File: src/rtl/mem_access_unit.sv
// MEM-stage load/store controller: one req/ack bus shared by RAM and IO, store lane
// alignment, load extension and misalignment reporting. Define MEM_TIMEOUT_EN for the bus-ack timeout.
`timescale 1ns/1ps
module mem_access_unit #(
   parameter int TIMEOUT = 255
) (
   input  logic        clock,
   input  logic        reset,
   input  logic        MEM_MemRead,
   input  logic        MEM_MemWrite,
   input  logic        MEM_IORead,
   input  logic        MEM_IOWrite,
   input  logic        MEM_Memory_sign,
   input  logic [1:0]  MEM_Memory_data_width,
   input  logic [31:0] MEM_ALU_Result,
   input  logic [31:0] MEM_Data_In,
   input  logic        MEM_Flush,
   output logic        MEM_Stall,
   output logic [31:0] MEM_Read_Data,
   output logic        MEM_Load_Done,
   output logic        MEM_Addr_Error_Load,
   output logic        MEM_Addr_Error_Store,
   output logic [31:0] MEM_BadVAddr,
   output logic        MEM_Bus_Error,
   output logic        bus_req,
   output logic        bus_we,
   output logic        bus_io,
   output logic [31:0] bus_addr,
   output logic [3:0]  bus_be,
   output logic [31:0] bus_wdata,
   input  logic        bus_ack,
   input  logic [31:0] bus_rdata,
   output logic [1:0]  fsm_state
);

   localparam logic [1:0] IDLE = 2'b00;
   localparam logic [1:0] REQ  = 2'b01;
   localparam logic [1:0] DONE = 2'b10;

   if (TIMEOUT < 1 || TIMEOUT > 255) begin : g_bad_timeout
      $error("TIMEOUT must be within 1..255");
   end

   logic [1:0]  state;
   logic [1:0]  lane;
   logic [1:0]  width_q;
   logic        sign_q;
   logic        flush_seen;
   logic        kill;
   logic        timeout_hit;
   logic        any_strobe, is_byte, is_half, misaligned;
   logic        we_n, io_n, legal_start, mis_start;
   logic [3:0]  be_n;
   logic [31:0] wdata_n, load_ext;
   logic [7:0]  ld_byte;
   logic [15:0] ld_half;

   // Space and direction are decoded independently: any IO strobe selects IO, any write strobe selects write.
   always_comb begin
      any_strobe = MEM_MemRead | MEM_MemWrite | MEM_IORead | MEM_IOWrite;
      io_n       = MEM_IORead | MEM_IOWrite;
      we_n       = MEM_IOWrite | MEM_MemWrite;
      is_byte    = (MEM_Memory_data_width == 2'b00);
      is_half    = (MEM_Memory_data_width == 2'b01);
      be_n       = 4'hF;
      wdata_n    = MEM_Data_In;
      if (is_byte) begin
         be_n    = 4'b0001 << MEM_ALU_Result[1:0];
         wdata_n = {4{MEM_Data_In[7:0]}};
      end else if (is_half) begin
         be_n    = MEM_ALU_Result[1] ? 4'b1100 : 4'b0011;
         wdata_n = {2{MEM_Data_In[15:0]}};
      end
      misaligned  = (is_half & MEM_ALU_Result[0]) |
                    (~is_byte & ~is_half & (MEM_ALU_Result[1:0] != 2'b00));
      legal_start = (state == IDLE) & any_strobe & ~MEM_Flush & ~misaligned;
      mis_start   = (state == IDLE) & any_strobe & ~MEM_Flush & misaligned;
      MEM_Stall   = legal_start | (state == REQ);
      kill        = flush_seen | MEM_Flush;
   end

   always_comb begin
      ld_byte  = bus_rdata[{lane, 3'b000} +: 8];
      ld_half  = lane[1] ? bus_rdata[31:16] : bus_rdata[15:0];
      case (width_q)
         2'b00:   load_ext = {{24{sign_q & ld_byte[7]}}, ld_byte};
         2'b01:   load_ext = {{16{sign_q & ld_half[15]}}, ld_half};
         default: load_ext = bus_rdata;
      endcase
   end

   // Handshake: bus_req rises with addr/be/wdata/we/io stable and stays high until
   // the cycle bus_ack is sampled high; bus_rdata is taken in that same cycle.
   always_ff @(posedge clock or negedge reset) begin
      if (!reset) begin
         state                <= IDLE;
         bus_req              <= 1'b0;
         bus_we               <= 1'b0;
         bus_io               <= 1'b0;
         bus_addr             <= '0;
         bus_be               <= '0;
         bus_wdata            <= '0;
         lane                 <= '0;
         width_q              <= '0;
         sign_q               <= 1'b0;
         flush_seen           <= 1'b0;
         MEM_Read_Data        <= '0;
         MEM_Load_Done        <= 1'b0;
         MEM_Addr_Error_Load  <= 1'b0;
         MEM_Addr_Error_Store <= 1'b0;
         MEM_BadVAddr         <= '0;
      end else begin
         MEM_Load_Done        <= 1'b0;
         MEM_Addr_Error_Load  <= 1'b0;
         MEM_Addr_Error_Store <= 1'b0;
         case (state)
            IDLE: begin
               flush_seen <= 1'b0;
               if (legal_start) begin
                  state     <= REQ;
                  bus_req   <= 1'b1;
                  bus_we    <= we_n;
                  bus_io    <= io_n;
                  bus_addr  <= {MEM_ALU_Result[31:2], 2'b00};
                  bus_be    <= be_n;
                  bus_wdata <= wdata_n;
                  lane      <= MEM_ALU_Result[1:0];
                  width_q   <= MEM_Memory_data_width;
                  sign_q    <= MEM_Memory_sign;
               end else if (mis_start) begin
                  MEM_Addr_Error_Load  <= ~we_n;
                  MEM_Addr_Error_Store <= we_n;
                  MEM_BadVAddr         <= MEM_ALU_Result;
               end
            end
            REQ: begin
               if (MEM_Flush) flush_seen <= 1'b1;
               // A flushed access still runs to completion on the bus; only its result is dropped.
               if (bus_ack) begin
                  bus_req <= 1'b0;
                  state   <= DONE;
                  if (!bus_we && !kill) begin
                     MEM_Read_Data <= load_ext;
                     MEM_Load_Done <= 1'b1;
                  end
               end else if (timeout_hit) begin
                  bus_req <= 1'b0;
                  state   <= DONE;
                  if (!kill) MEM_Read_Data <= '0;
               end
            end
            DONE:    state <= IDLE;
            default: state <= IDLE;
         endcase
      end
   end

`ifdef MEM_TIMEOUT_EN
   localparam logic [7:0] TIMEOUT_M1 = 8'(TIMEOUT - 1);
   logic [7:0] count;
   logic       bus_error;

   assign timeout_hit   = (count == TIMEOUT_M1);
   assign MEM_Bus_Error = bus_error;

   always_ff @(posedge clock or negedge reset) begin
      if (!reset) begin
         count     <= '0;
         bus_error <= 1'b0;
      end else begin
         bus_error <= 1'b0;
         if (state == REQ) begin
            count <= count + 8'd1;
            if (!bus_ack && timeout_hit && !kill) bus_error <= 1'b1;
         end else begin
            count <= '0;
         end
      end
   end
`else
   assign timeout_hit   = 1'b0;
   assign MEM_Bus_Error = 1'b0;
`endif

   assign fsm_state = state;

endmodule

File: config.mk
export PLATFORM = sky130hd
export DESIGN_NAME = mem_access_unit
export DESIGN_NICKNAME = d
export VERILOG_FILES = /design/src/rtl/mem_access_unit.sv
export SDC_FILE = /design/constraint.sdc
export NUM_CORES = 1
export LEC_CHECK = 0
export BUFFER_PORTS_ARGS = -buffer_cell sky130_fd_sc_hd__clkbuf_2
export CORE_ASPECT_RATIO = 2
export CORE_UTILIZATION = 54
export CTS_BUF_LIST = sky130_fd_sc_hd__clkbuf_4
export CTS_CLUSTER_SIZE = 24
export DETAILED_ROUTE_END_ITERATION = 8
export PLACE_DENSITY_LB_ADDON = 0.3
export SLEW_MARGIN = 20
export SYNTH_ARGS = -nofsm -noshare
export SYNTH_HDL_FRONTEND = slang
export SYNTH_SLANG_ARGS = --single-unit
File: constraint.sdc
create_clock -name clock -period 2.6 [get_ports clock]
set_clock_uncertainty 0.1 [all_clocks]
set_input_delay 0.26 -clock clock [delete_from_list [all_inputs] [get_ports clock]]
set_output_delay 0.26 -clock clock [all_outputs]
set_load 0.01 [all_outputs]
Word-level counts from Yosys, hierarchy flattened

Index checks and enable logic that the tools add are counted.

Bits of input ports: 107
Word-level logic and storage cells: 85
Register bits after elaboration: 144
Output and inout bits: 142

Shift-type cells: 2
Bitwise logic cells: 23
Muxes and demuxes: 24
Eq/ne operators: 6
Reduce and logical (&&, ||, !) cells: 14

Operators by type and width:

| kind                  | number |
|---|---|
| $mux W32              | 2 |
| $pmux W32 S2          | 1 |
| $shiftx A32 B6 Y8     | 1 |
| $mux W16              | 1 |
| $mux W1               | 12 |
| $mux W4               | 3 |
| $and A1 B1 Y1         | 9 |
| $reduce_and A3 Y1     | 3 |
| $or A1 B1 Y1          | 8 |
| $eq A2 B1 Y1 const B  | 3 |
| $logic_not A2 Y1      | 3 |
| $ne A2 B2 Y1 const B  | 3 |
| $not A1 Y1            | 6 |
| $reduce_and A2 Y1     | 3 |
| $mux W2               | 2 |
| $pmux W1 S2           | 2 |
| $pmux W2 S2           | 1 |
| $reduce_bool A2 Y1    | 2 |
| $shl A1 B2 Y4 const A | 1 |
| $logic_not A1 Y1      | 2 |
| $logic_and A1 B1 Y1   | 1 |

Logic depth before layout (Yosys ltp)

Gate-level depths: netlist of run 1.

Depth after elaboration: 9
Gate-level depth with buffers: 6

Least setup slack after synthesis of run 1

OpenSTA, ideal clock, no wires.

Path type: reg2reg
Start: register state[0] (netlist: fsm_state[0])
End: register MEM_BadVAddr[10]
Library setup time: 125 ps
Data arrival time: 1,540 ps
Clock period less this slack: 1,765 ps
Setup slack: 835 ps
Stages on the path, launching flop included: 6
Cell sequence: dfrtp_1 > nor3_2 > nand2_2 > nor3_4 > buf_6 > mux2_4

Longest elaborated chain between the ends: 6
Elaborated cells between the ends (all ways): 7
Those cells by class: bitwise: 5; reduce/logical: 2

Ends and longest elaborated chain:

| item                          | RTL line    | RTL |
|---|---|---|
| start: declaration            | 44          | `logic [1:0] state;` |
| start signal: assignment      | 96          | `state <= IDLE;` |
| start signal: assignment      | 120         | `state <= REQ;` |
| start signal: assignment      | 141         | `state <= DONE;` |
| $logic_not A2 Y1 *            | 76, 77, 116 |  |
| $and A1 B1 Y1 (2 in a row)    | 76, 77      |  |
| $and A1 B1 Y1                 | 76          | `legal_start = (state == IDLE) & any_strobe & ~MEM_Flush & ~misaligned;` |
| $not A1 Y1 (no line)          | n/a         |  |
| $reduce_and A3 Y1 (no line) * | n/a         |  |
| end signal: assignment        | 133         | `MEM_BadVAddr <= MEM_ALU_Result;` |
| end: declaration              | 23          | `output logic [31:0] MEM_BadVAddr,` |

Every way passes the cells marked *; elsewhere a longest branch is shown, timed or not.
A chain may end at the register's enable or synchronous reset.

Final worst setup path of run 1

Start: input port MEM_IORead
End: output port MEM_Stall

Longest elaborated chain between the ends: 6

Ends and longest elaborated chain:

| item                       | RTL line | RTL |
|---|---|---|
| start: declaration         | 11       | `input logic MEM_IORead,` |
| $or A1 B1 Y1 (2 in a row)  | 60       | `any_strobe = MEM_MemRead \| MEM_MemWrite \| MEM_IORead \| MEM_IOWrite;` |
| $and A1 B1 Y1 (3 in a row) | 76       |  |
| $or A1 B1 Y1               | 78       | `MEM_Stall = legal_start \| (state == REQ);` |
| end: declaration           | 18       | `output logic MEM_Stall,` |

No other way between the ends.

==> results of run 1 <==
-- power by group through the flow --
stage	combinational (mW)	clock (mW)	sequential, mW
2_1_floorplan	1.35	0	3.89
3_3_place_gp	2.85	0	3.59
3_5_place_dp	2.97	0	3.64
4_1_cts	3.12	1.44	3.60
5_1_grt	3.44	1.51	3.72
6_report	3.19	1.41	3.64
-- worst min path at each step --
stage	from	endpoint	slack, ns	cells after the start
after floorplan	reset	MEM_Addr_Error_Load	-0.14	0
after global placement	reset	MEM_BadVAddr[11]	0.15	1
after detailed placement	reset	MEM_BadVAddr[11]	0.16	1
after CTS	MEM_IOWrite	MEM_Addr_Error_Store	0.01	3
after global routing	MEM_IOWrite	MEM_Addr_Error_Store	0.09	3
final	MEM_IOWrite	MEM_Addr_Error_Store	0.10	3
-- cell usage after synthesis (10+ instances only) --
cell      count
nor2_1       31
nand2_1      53
o21ai_0      47
dfrtp_1     144
mux2i_1      25
mux2_2       53
clkbuf_1     12
a21oi_1      33
buf_6        11
mux2_4       29
a21oi_2      10
-- registers in the layout, summed over array words and instances, names as in the netlist, 2 cells and up --
name           count
fsm_state          2
MEM_Read_Data     32
MEM_BadVAddr      32
bus_wdata         32
bus_addr          30
width_q            2
bus_be             4
lane               2
-- repair_timing --
| item | in CTS | in global routing |
|---|---|---|
| buffers inserted | 0 | 0 |
| endpoints found under the hold margin | 195 | 0 |
| setup endpoints to repair | 0 | 2 |
| resized for setup | 0 | 1 |
| hold buffers | 107 | 0 |
-- cell type report --
class	count	area, sq um
well taps	145	181
inverters	7	26.3
repair buffers	370	2490
fillers	730	2480
multi-input cells	337	2570
clock buffers	17	128
diodes	2	5.00
clock inverters	13	138
flip-flops and latches	144	3600
-- stage by stage --
| step | utilization [%] | worst slack [ns] | hold slack, ns |
|---|---|---|---|
| 2_1_floorplan | - | 0.835 | -0.136 |
| 3_3_place_gp | 66.9 | 0.608 | 0.152 |
| 3_5_place_dp | 66.9 | 0.532 | 0.162 |
| 4_1_cts | 78.4 | 0.105 | 0.0124 |
| 5_1_grt | 78.6 | 0.0539 | 0.0898 |
| 6_report | 78.6 | 0.103 | 0.104 |
-- placed cells by master, fill, tap and decap left out, types with 2 or more instances in the layout --
| cell | n |
|---|---|
| a21oi_2 | 10 |
| nor3_1 | 3 |
| mux2i_2 | 2 |
| o21ai_1 | 5 |
| clkinvlp_4 | 3 |
| inv_6 | 4 |
| dlygate4sd3_1 | 107 |
| a211oi_1 | 7 |
| buf_4 | 14 |
| clkbuf_4 | 17 |
| bufinv_16 | 2 |
| nand2b_1 | 2 |
| nor2b_1 | 3 |
| o21ai_0 | 47 |
| nor3_2 | 3 |
| buf_12 | 3 |
| mux2i_1 | 25 |
| inv_1 | 7 |
| nor2_1 | 31 |
| conb_1 | 3 |
| a31oi_1 | 2 |
| dfrtp_1 | 143 |
| diode_2 | 2 |
| clkinv_2 | 4 |
| nand2_1 | 53 |
| mux2_4 | 29 |
| a222oi_1 | 7 |
| clkbuf_2 | 244 |
| a21oi_1 | 33 |
| mux2_2 | 53 |
-- layer usage --
metal  wire [um]  share of wire, %
met1        6850                34
met2       11100                54
met3        1170               5.7
met4        1300               6.4
met5           0                 0
-- cells by family after synthesis --
family	Yosys count	share of synthesized area (%)
DFF	144	56.0
AOI/OAI and AO/OA	119	11.7
muxes	109	20.4
and+or+nand+nor	106	7.53
buffers and inverters	43	4.28
other	1	0.0583
-- critical path, cell delays in order --
cell           delay [ns]
dlygate4sd3_1        0.55
clkbuf_2             0.13
or4_4                0.53
o211ai_4             0.18
buf_12               0.24
nand2_1              0.08
clkbuf_2             0.13
==> impl_results.md, run 1 <==
* Drt wl/cell at 19.7 um
* Setup crit start kind: input pin
* Max-slew headroom at 53.2%
* Seq cells post-synth at 144
* Grt met2 use at 60.6%
* Net count, final at 984
* Cell Area, Placed at 7780 sq um
* H-tree depth at 4
* Status: finished clean
* Initial Util at 55.3%
* CP Capture Type: output pin
* Reg-to-Reg Start: lane[1]
* Final Hold Viols at 0
* Most area-hungry cell type in the Yosys netlist: dfrtp_1
* Crit-path max FO at 33
* Grt ovf at 0
* Post-synth top area share at 56.0%
* Count of different cell masters after synthesis at 43
* Dpl cells at 895
* Final Power at 8.24 mW
* Post-layout min period at 2.50 ns
* Cell-internal power at 5.14 mW
* Hold Path Class: in2reg
* Post-synth EDFFs at 0
* Crit path DAT at 2.14 ns
* Post-synth top flop: dfrtp_1
* CTS root buf: clkbuf_4
* Sequential area share after synthesis at 56.0%
* Share of layout cells above drive strength 1 at 44.8%
* Yosys warns at 0
* Post-route cell area at 9150 sq um
* Post-Syn Area at 6430 sq um
* Die area at 12,400 sq um
* Syn-to-layout area delta at 42.2%
* Clock power frac at 17.1%
* Clock sink total at 144
* Req. time, crit path at 2.24 ns
* Clock Pin Slew Worst Setup and Hold Paths at 0.11 ns
* Clk buf depth at 2
* TritonCTS Buffers at 17
* Drt total wl at 20,400 um
* DRC at 0
* Routing usage on met3 at 8.05%
* Final setup fails at 0
* CP Launch Point: MEM_IORead
* Ys async rst share at 100%
* Non-Filler Instances at 1,035
* Most used routing layer: met2
* Total GRT Usage at 34.2%
* Vias in the first global route at 6,208
* RSZ-0062 raised after global routing: no
* Power per cell area at 901 nW/um^2
* ANT nets after route at 0
* Vias/cell at 5.59
* DRT Pass-1 Iters at 5
* Cells after synthesis at 522
* Largest net degree at the start of global routing at 66
* R2R setup slack at 0.17 ns
* Final slew viol count at 0
* Crit path kind: in2out
* Cell Rows at 56
* Sw Share at 37.7%
* Termination of the worst setup path: MEM_Stall
* DRT iter0 DRCs at 299
* Leakage power total at 4.53 nW
* Worst r2r dst: MEM_Read_Data[0]
* Die X at 79.2 um
* Worst-Skew Late Latency at 0.51 ns
* VDD IR max at 0.000577 V
* Worst-margin pin slew at 0.699 ns
* DP HPWL at 12,700 um
* Syn avg cell area at 12.3 sq um
* Sw power at 3.11 mW
* Antenna violations before repair at 2
* I/O pin count at 249
* Total number of vias at 5,790
* Cells on worst reg2reg path at 5
* Period utilization at 96.1%
* Sequential share of power at 44.2%
* First-pass GRT wire length at 31,400 um
* Max_cap viols at 0
* Total negative slack at 0 ns
* IO buf count at 245
* Met1 GRT Util at 33.6%
* Synth top area cells: dfrtp_1 (56%), mux2_2 (9.3%), mux2_4 (6.8%)
* Routability congestion estimate at 0.845
* Fmax at 400 MHz
* Die H at 156 um
* Comb pwr share at 38.7%
* CTS tree: yes
* Core area at 11,600 sq um
No activity file was read; power rests on OpenSTA's default activity.
==> run 2: changes to the inputs <==
- CORE_UTILIZATION: 54 -> 46
- PLACE_DENSITY: default -> 0.85
- PLACE_DENSITY_LB_ADDON: 0.3 -> default
- clock period: 2.6 -> 2.15 ns (I/O delays scaled with it)
==> run 2 against run 1 <==
  * Count of clock-buffer cells in the layout up 1
  * First-iteration DRC count shrank 20%
  * Utilization is 9.7 points lower
  * Routed wire length fell by 3.4%
  * Clock power rose by 14%
==> impl_results.md, run 2 (synthesis gave the netlist of run 1 again) <==
* Crit path kind: reg2out
* Final slew viol count at 0 (unchanged)
* DP HPWL at 12,700 um (-0.44%)
* Worst-Skew Late Latency at 0.51 ns (about the same)
* Crit-path cells: nor3_4, o211ai_4, buf_12, nand2_1, clkbuf_2
* H-tree depth at 4 (unchanged)
* VDD IR max at 0.000587 V (+1.6%)
* Grt ovf at 0 (unchanged)
* ANT nets after route at 0 (unchanged)
* IO buf count at 245 (unchanged)
* Hold_sp: MEM_ALU_Result[0]
* Clock Pin Slew Worst Setup and Hold Paths at 0.12 ns (about the same)
* Reg-to-Reg Start: lane[0]
* Crit path DAT at 1.72 ns (-0.42 ns)
* First-pass GRT wire length at 30,900 um (-1.7%)
* Crit-path slowest cell: dfrtp_2
* CP Launch Point: fsm_state[1]
* Dpl cells at 912 (+1.9%)
* Clk buf depth at 2 (unchanged)
* I/O pin count at 249 (unchanged)
* Worst-margin pin slew at 0.801 ns (+0.102 ns)
* Routability congestion estimate at 0.895 (+5.9%)
* Post-layout min period at 2.04 ns
* Total GRT Usage at 27.8% (-6.4 points)
* Reg area at 3600 sq um (unchanged)
* RSZ-0062 raised after global routing: no
* Cell Rows at 60 (+7.1%)
* CTS root buf: clkbuf_4
* Dpl ws at 0.233 ns (-0.299 ns)
* CP Capture Type: output pin
* Hold Path Class: in2reg
* Fmax at 491 MHz
* Final Hold Viols at 0 (unchanged)
* Max-slew headroom at 46.2% (-7.1 points)
* DRT iter0 DRCs at 239 (-20%)
* Die X at 85.6 um (+8.1%)
* Vias/cell at 5.34 (-4.5%)
* Total number of vias at 5,667 (-2.1%)
* Core area at 13,500 sq um (+16%)
* Setup crit start kind: flop
* Largest net degree at the start of global routing at 51 (-23%)
* DRT Pass-1 Iters at 4 (-1)
* Final setup fails at 0 (unchanged)
* Syn-to-layout area delta at 44.8%
* DRC at 0 (unchanged)
* Power per cell area at 1060 nW/um^2 (+17%)
* Setup ws final at 0.111 ns (+0.00888 ns)
* CTS tree: yes
* Drt wl/cell at 18.6 um (-5.7%)
* Crit-path max FO at 33 (unchanged)
* Vias in the first global route at 6,010 (-3.2%)
* TritonCTS Buffers at 17 (unchanged)
* Drt total wl at 19,700 um (-3.4%)
* Non-Filler Instances at 1,061 (+2.5%)
* Total negative slack at 0 ns (unchanged)
* Area taken by multi-input logic gates at 2580 sq um (+0.24%)
* Initial Util at 47.6% (-7.7 points)
* Req. time, crit path at 1.84 ns (-0.40 ns)
* Clock sink total at 144 (unchanged)
* Leakage power total at 4.59 nW (+1.4%)
* Die area at 14,500 sq um (+17%)
* Commonest non-fill, non-tap cell in the layout: clkbuf_2
* Max_cap viols at 0 (unchanged)
* Status: finished clean
* Most frequent cells in the layout: clkbuf_2 (244), dfrtp_1 (143), dlygate4sd3_1 (113), nand2_1 (53), mux2_2 (53)
* Antenna violations before repair at 2 (unchanged)
* Filler cells at 963 (+32%)
* Period utilization at 94.8%
* Registers with the most flip-flops: MEM_BadVAddr x32, MEM_Read_Data x32, bus_wdata x32
* Net count, final at 1,000 (+1.6%)
* Share of layout cells above drive strength 1 at 45.1% (+0.31 points)
* Max stage delay on crit path at 0.45 ns (-0.10 ns)
* Die H at 169 um (+8.2%)
[run 2: changes by cell type in the layout (fill, tap and decap cells not counted), sizes merged]
cell	previous run	this run
buf	18	28
clkinv	4	1
dlygate4sd3	107	113
bufinv	2	1
clkinvlp	3	7
inv	11	10
bufbuf	0	1
[run 2: worst max-delay path: cells and delay by family, from the launching register on]
kind / cells / cell delay [ns]
AOI/OAI and AO/OA: 1 / 0.12
and+or+nand+nor: 2 / 0.31
buffers and inverters: 2 / 0.32
DFF: 1 / 0.45
[run 2: area by class of cell]
type | count | share of cell area [%]
clock inverter | 12 | 1.22
sequential | 144 | 38.7
inverter | 7 | 0.282
antenna | 2 | 0.0537
multi-input combinational | 337 | 27.7
clock buffer | 18 | 1.45
timing repair buffer | 386 | 28.6
tap | 155 | 2.08
[run 2: path summary, 6_finish.rpt]
path	endpoint	slack [ns]	depth (start not counted)
setup reg to reg	MEM_Read_Data[6]	0.23	4
setup / recovery	MEM_Stall	0.11	5
hold reg to reg	bus_io	0.40	2
max in group asynchronous	MEM_BadVAddr[14]	1.19	3
hold / removal	bus_be[2]	0.06	4
min in group asynchronous	bus_addr[10]	0.09	2
[run 2: stage by stage]
stage	area [sq um]	power, mW	hold slack, ns	utilization, %
6_report	9320	9.85	0.0556	68.9
5_1_grt	9320	10.4	0.0166	68.9
4_1_cts	9310	9.83	0.00180	68.9
3_5_place_dp	7870	8.01	0.0896	58.2
3_3_place_gp	7870	7.87	0.0815	58.2
2_1_floorplan	6440	6.33	-0.181	-
[run 2: layer usage]
| metal | vias up | global-route usage (%) | share of wire, % |
|---|---|---|---|
| met5 | - | 0 | 0 |
| met4 | 0 | 16.2 | 4.8 |
| met3 | 69 | 4.28 | 4.0 |
| met2 | 232 | 50.2 | 55 |
| met1 | 2785 | 30.3 | 36 |
| li1 | 2581 | - | - |
[run 2: report_power, final]
group	total [mW]	leakage [nW]	switching (mW)	internal (mW)
Sequential	4.32	1.74	0.638	3.69
Combinational	3.92	2.74	2.04	1.88
Clock	1.61	0.115	1.03	0.580
Total	9.85	4.59	3.70	6.15
[run 2: what timing repair did]
action                                  in CTS  in global routing
setup buffers                                3                  0
hold endpoints to repair                   283                  0
hold buffers                               113                  0
resized for setup                            2                  0
endpoints found under the setup margin       1                  0
==> run 3: changes to the inputs <==
- ABC_AREA: default -> 1
- TNS_END_PERCENT: default -> 5
==> run 3 against run 2 <==
  * Design area is 4.9% higher
  * Maximum frequency is 3.5% lower
  * Utilization is 1.0 points higher
  * Routed wire length is 34% higher
  * Synthesized area is 3.0% higher
  * Combinational power is 6.1% higher
  * Via count is 34% higher
  * Critical endpoint is now MEM_BadVAddr[26]
  * Largest cell class unchanged
  * Largest power group unchanged
  * Highest routed layer unchanged
==> impl_results.md, run 3 <==
* Power per cell area at 1050 nW/um^2 (-1.0%)
* Final Hold Viols at 0 (unchanged)
* Routing usage on met3 at 7.97% (+3.7 points)
* Die X at 86.9 um (+1.5%)
* Share of layout cells above drive strength 1 at 28.9% (-16 points)
* Met1 GRT Util at 36.7% (+6.4 points)
* Core area at 14,000 sq um (+3.4%)
* Max-slew headroom at 65.9% (+20 points)
* Syn avg cell area at 8.07 sq um (-34%)
* DP HPWL at 14,300 um (+13%)
* Max_cap viols at 0 (unchanged)
* Total negative slack at 0 ns (unchanged)
* RSZ-0062 raised after global routing: yes
* ANT nets after route at 0 (unchanged)
* Clock sink total at 144 (unchanged)
* Most numerous cell in the Yosys netlist: nand2_1
* Post-synth top area share at 54.4% (-1.6 points)
* Registers with the most flip-flops: MEM_BadVAddr x32, MEM_Read_Data x32, bus_wdata x32
* Vias/cell at 5.44 (+1.9%)
* Net count, final at 1,291 (+29%)
* Drt wl/cell at 18.9 um (+2.0%)
* IO buf count at 245 (unchanged)
* Worst-Skew Late Latency at 0.54 ns (+0.03 ns)
* Routability congestion estimate at 0.952 (+6.4%)
* Final slew viol count at 0 (unchanged)
* Die area at 14,900 sq um (+3.0%)
* R2R setup slack at 0.04 ns (-0.19 ns)
* Fmax at 473 MHz (-3.5%)
* Antenna violations before repair at 4 (+2)
* Initial Util at 47.5% (-0.15 points)
* Final setup fails at 0 (unchanged)
* I/O pin count at 249 (unchanged)
* Largest net degree at the start of global routing at 60 (+18%)
* CP Capture Type: flop
* Status: finished clean
* Most area-hungry cell type in the Yosys netlist: dfrtp_1
* DRC at 0 (unchanged)
* Dpl ws at 0.394 ns (+0.160 ns)
* Crit-path max FO at 6 (-82%)
* Crit path DAT at 2.49 ns (+0.77 ns)
* CP Launch Point: fsm_state[1]
* Crit path kind: reg2reg
* Post-layout min period at 2.11 ns (+0.0736 ns)
* Cells after synthesis at 821 (+57%)
* First-pass GRT wire length at 37,800 um (+23%)
* Drt total wl at 26,300 um (+34%)
* TritonCTS Buffers at 17 (unchanged)
* Reg-to-Reg Start: fsm_state[1]
* Post-synth top flop: dfrtp_1
* Most used routing layer: met2
* Worst-margin pin slew at 0.512 ns (-0.289 ns)
* Total GRT Usage at 34.0% (+6.2 points)
* H-tree depth at 4 (unchanged)
* Worst r2r dst: MEM_BadVAddr[26]
* Die H at 172 um (+1.5%)
* Most frequent cells in the layout: nand2_1 (243), clkbuf_2 (243), dfrtp_1 (144), dlygate4sd3_1 (110), o21ai_0 (76)
* DRT iter0 DRCs at 708 (+200%)
* Vias in the first global route at 7,562 (+26%)
* Syn-to-layout area delta at 47.5%
* Grt met2 use at 60.5% (+10 points)
* Sequential area share after synthesis at 54.4% (-1.6 points)
* Count of different cell masters after synthesis at 26 (-40%)
* Cell Rows at 61 (+1.7%)
* Grt ovf at 0 (unchanged)
* Ys async rst share at 100% (unchanged)
* Total number of vias at 7,567 (+34%)
* CTS root buf: clkbuf_4
* DRT Pass-1 Iters at 7 (+3)
* Fin util at 70.0% (+1.0 points)
* Synth top area cells: dfrtp_1 (54%), nand2_1 (15%), o21ai_0 (5.8%)
* Post-synth EDFFs at 0 (unchanged)
* Clk buf depth at 2 (unchanged)
* Setup ws final at 0.0379 ns (-0.0736 ns)
* VDD IR max at 0.000842 V (+44%)
* Seq cells post-synth at 144 (unchanged)
* Clock Pin Slew Worst Setup and Hold Paths at 0.14 ns (+0.02 ns)
* Most frequent cells after synthesis: nand2_1 (258), dfrtp_1 (144), o21ai_0 (77)
* Yosys warns at 0 (unchanged)
* Cells on worst reg2reg path at 14 (+10)
* Period utilization at 98.2% (+3.4 points)
* Leakage power total at 5.30 nW (+15%)
* CTS tree: yes
* Setup crit start kind: flop
* Hold Path Class: in2async
* Req. time, crit path at 2.53 ns (+0.69 ns)
* Post-Syn Area at 6630 sq um (+3.0%)
run 3: logic make-up after synthesis:
group / synth area share (%)
flops: 54.4
buf+inv: 9.17
simple gates: 21.5
other cells: 0.0566
compound gates: 14.9
run 3: per-stage QoR:
| stage | hold slack [ns] | power [mW] | instance area, sq um | std cells |
|---|---|---|---|---|
| after CTS | 0.0463 | 9.85 | 9580 | 1381 |
| after global routing | 0.0798 | 10.8 | 9770 | 1389 |
| after floorplan | -0.181 | 6.16 | 6640 | 823 |
| after detailed placement | 0.0844 | 7.79 | 7980 | 1224 |
| final | 0.0730 | 10.2 | 9780 | 1390 |
| after global placement | 0.0811 | 7.68 | 7980 | 1224 |
run 3: area by class of cell:
class | instances | area, sq um
Antenna cell | 4 | 10.0
Tap cell | 189 | 236
Fill cell | 1013 | 4190
Clock inverter | 13 | 138
Multi-Input combinational cell | 551 | 2520
Clock buffer | 19 | 143
Inverter | 79 | 302
Timing Repair Buffer | 391 | 2830
Sequential cell | 144 | 3600
run 3: report_power, final:
part / internal (mW) / switching, mW / leakage [nW]
clock: 0.718 / 1.05 / 0.151
combinational: 1.71 / 2.45 / 3.38
sequential: 3.64 / 0.662 / 1.77
total: 6.07 / 4.16 / 5.30
run 3: how the worst max path moves through the flow:
stage	to	cells after the start
after floorplan	MEM_Stall	9
after global placement	MEM_Read_Data[16]	7
after detailed placement	MEM_Read_Data[14]	9
after CTS	MEM_Stall	9
after global routing	MEM_Read_Data[3]	8
final	MEM_BadVAddr[26]	14
run 3: repair_timing:
item / 4_1_cts / 5_1_grt
pin swaps: 3 / 3
setup buffers: 12 / 2
setup endpoints to repair: 1 / 38
gates resized for setup: 6 / 32
gates cloned: 3 / 4
endpoints found under the hold margin: 285 / 0
hold buffers: 110 / 0
run 3: critical path, stage by stage, from the launching register on:
cell	delay (ns)
dfrtp_1	0.39
inv_1	0.06
nand2_2	0.10
nor2_4	0.04
buf_4	0.12
buf_4	0.12
buf_4	0.12
buf_4	0.12
buf_4	0.12
buf_4	0.13
nand3_4	0.15
buf_12	0.16
clkbuf_16	0.17
nand2_2	0.05
o21ai_1	0.09
run 3: routing by layer:
| layer | wire (um) | up-vias |
|---|---|---|
| met1 | 8260 | 3460 |
| met3 | 2390 | 170 |
| met2 | 13800 | 605 |
| met4 | 1840 | 0 |
| li1 | - | 3332 |
| met5 | 0 | - |
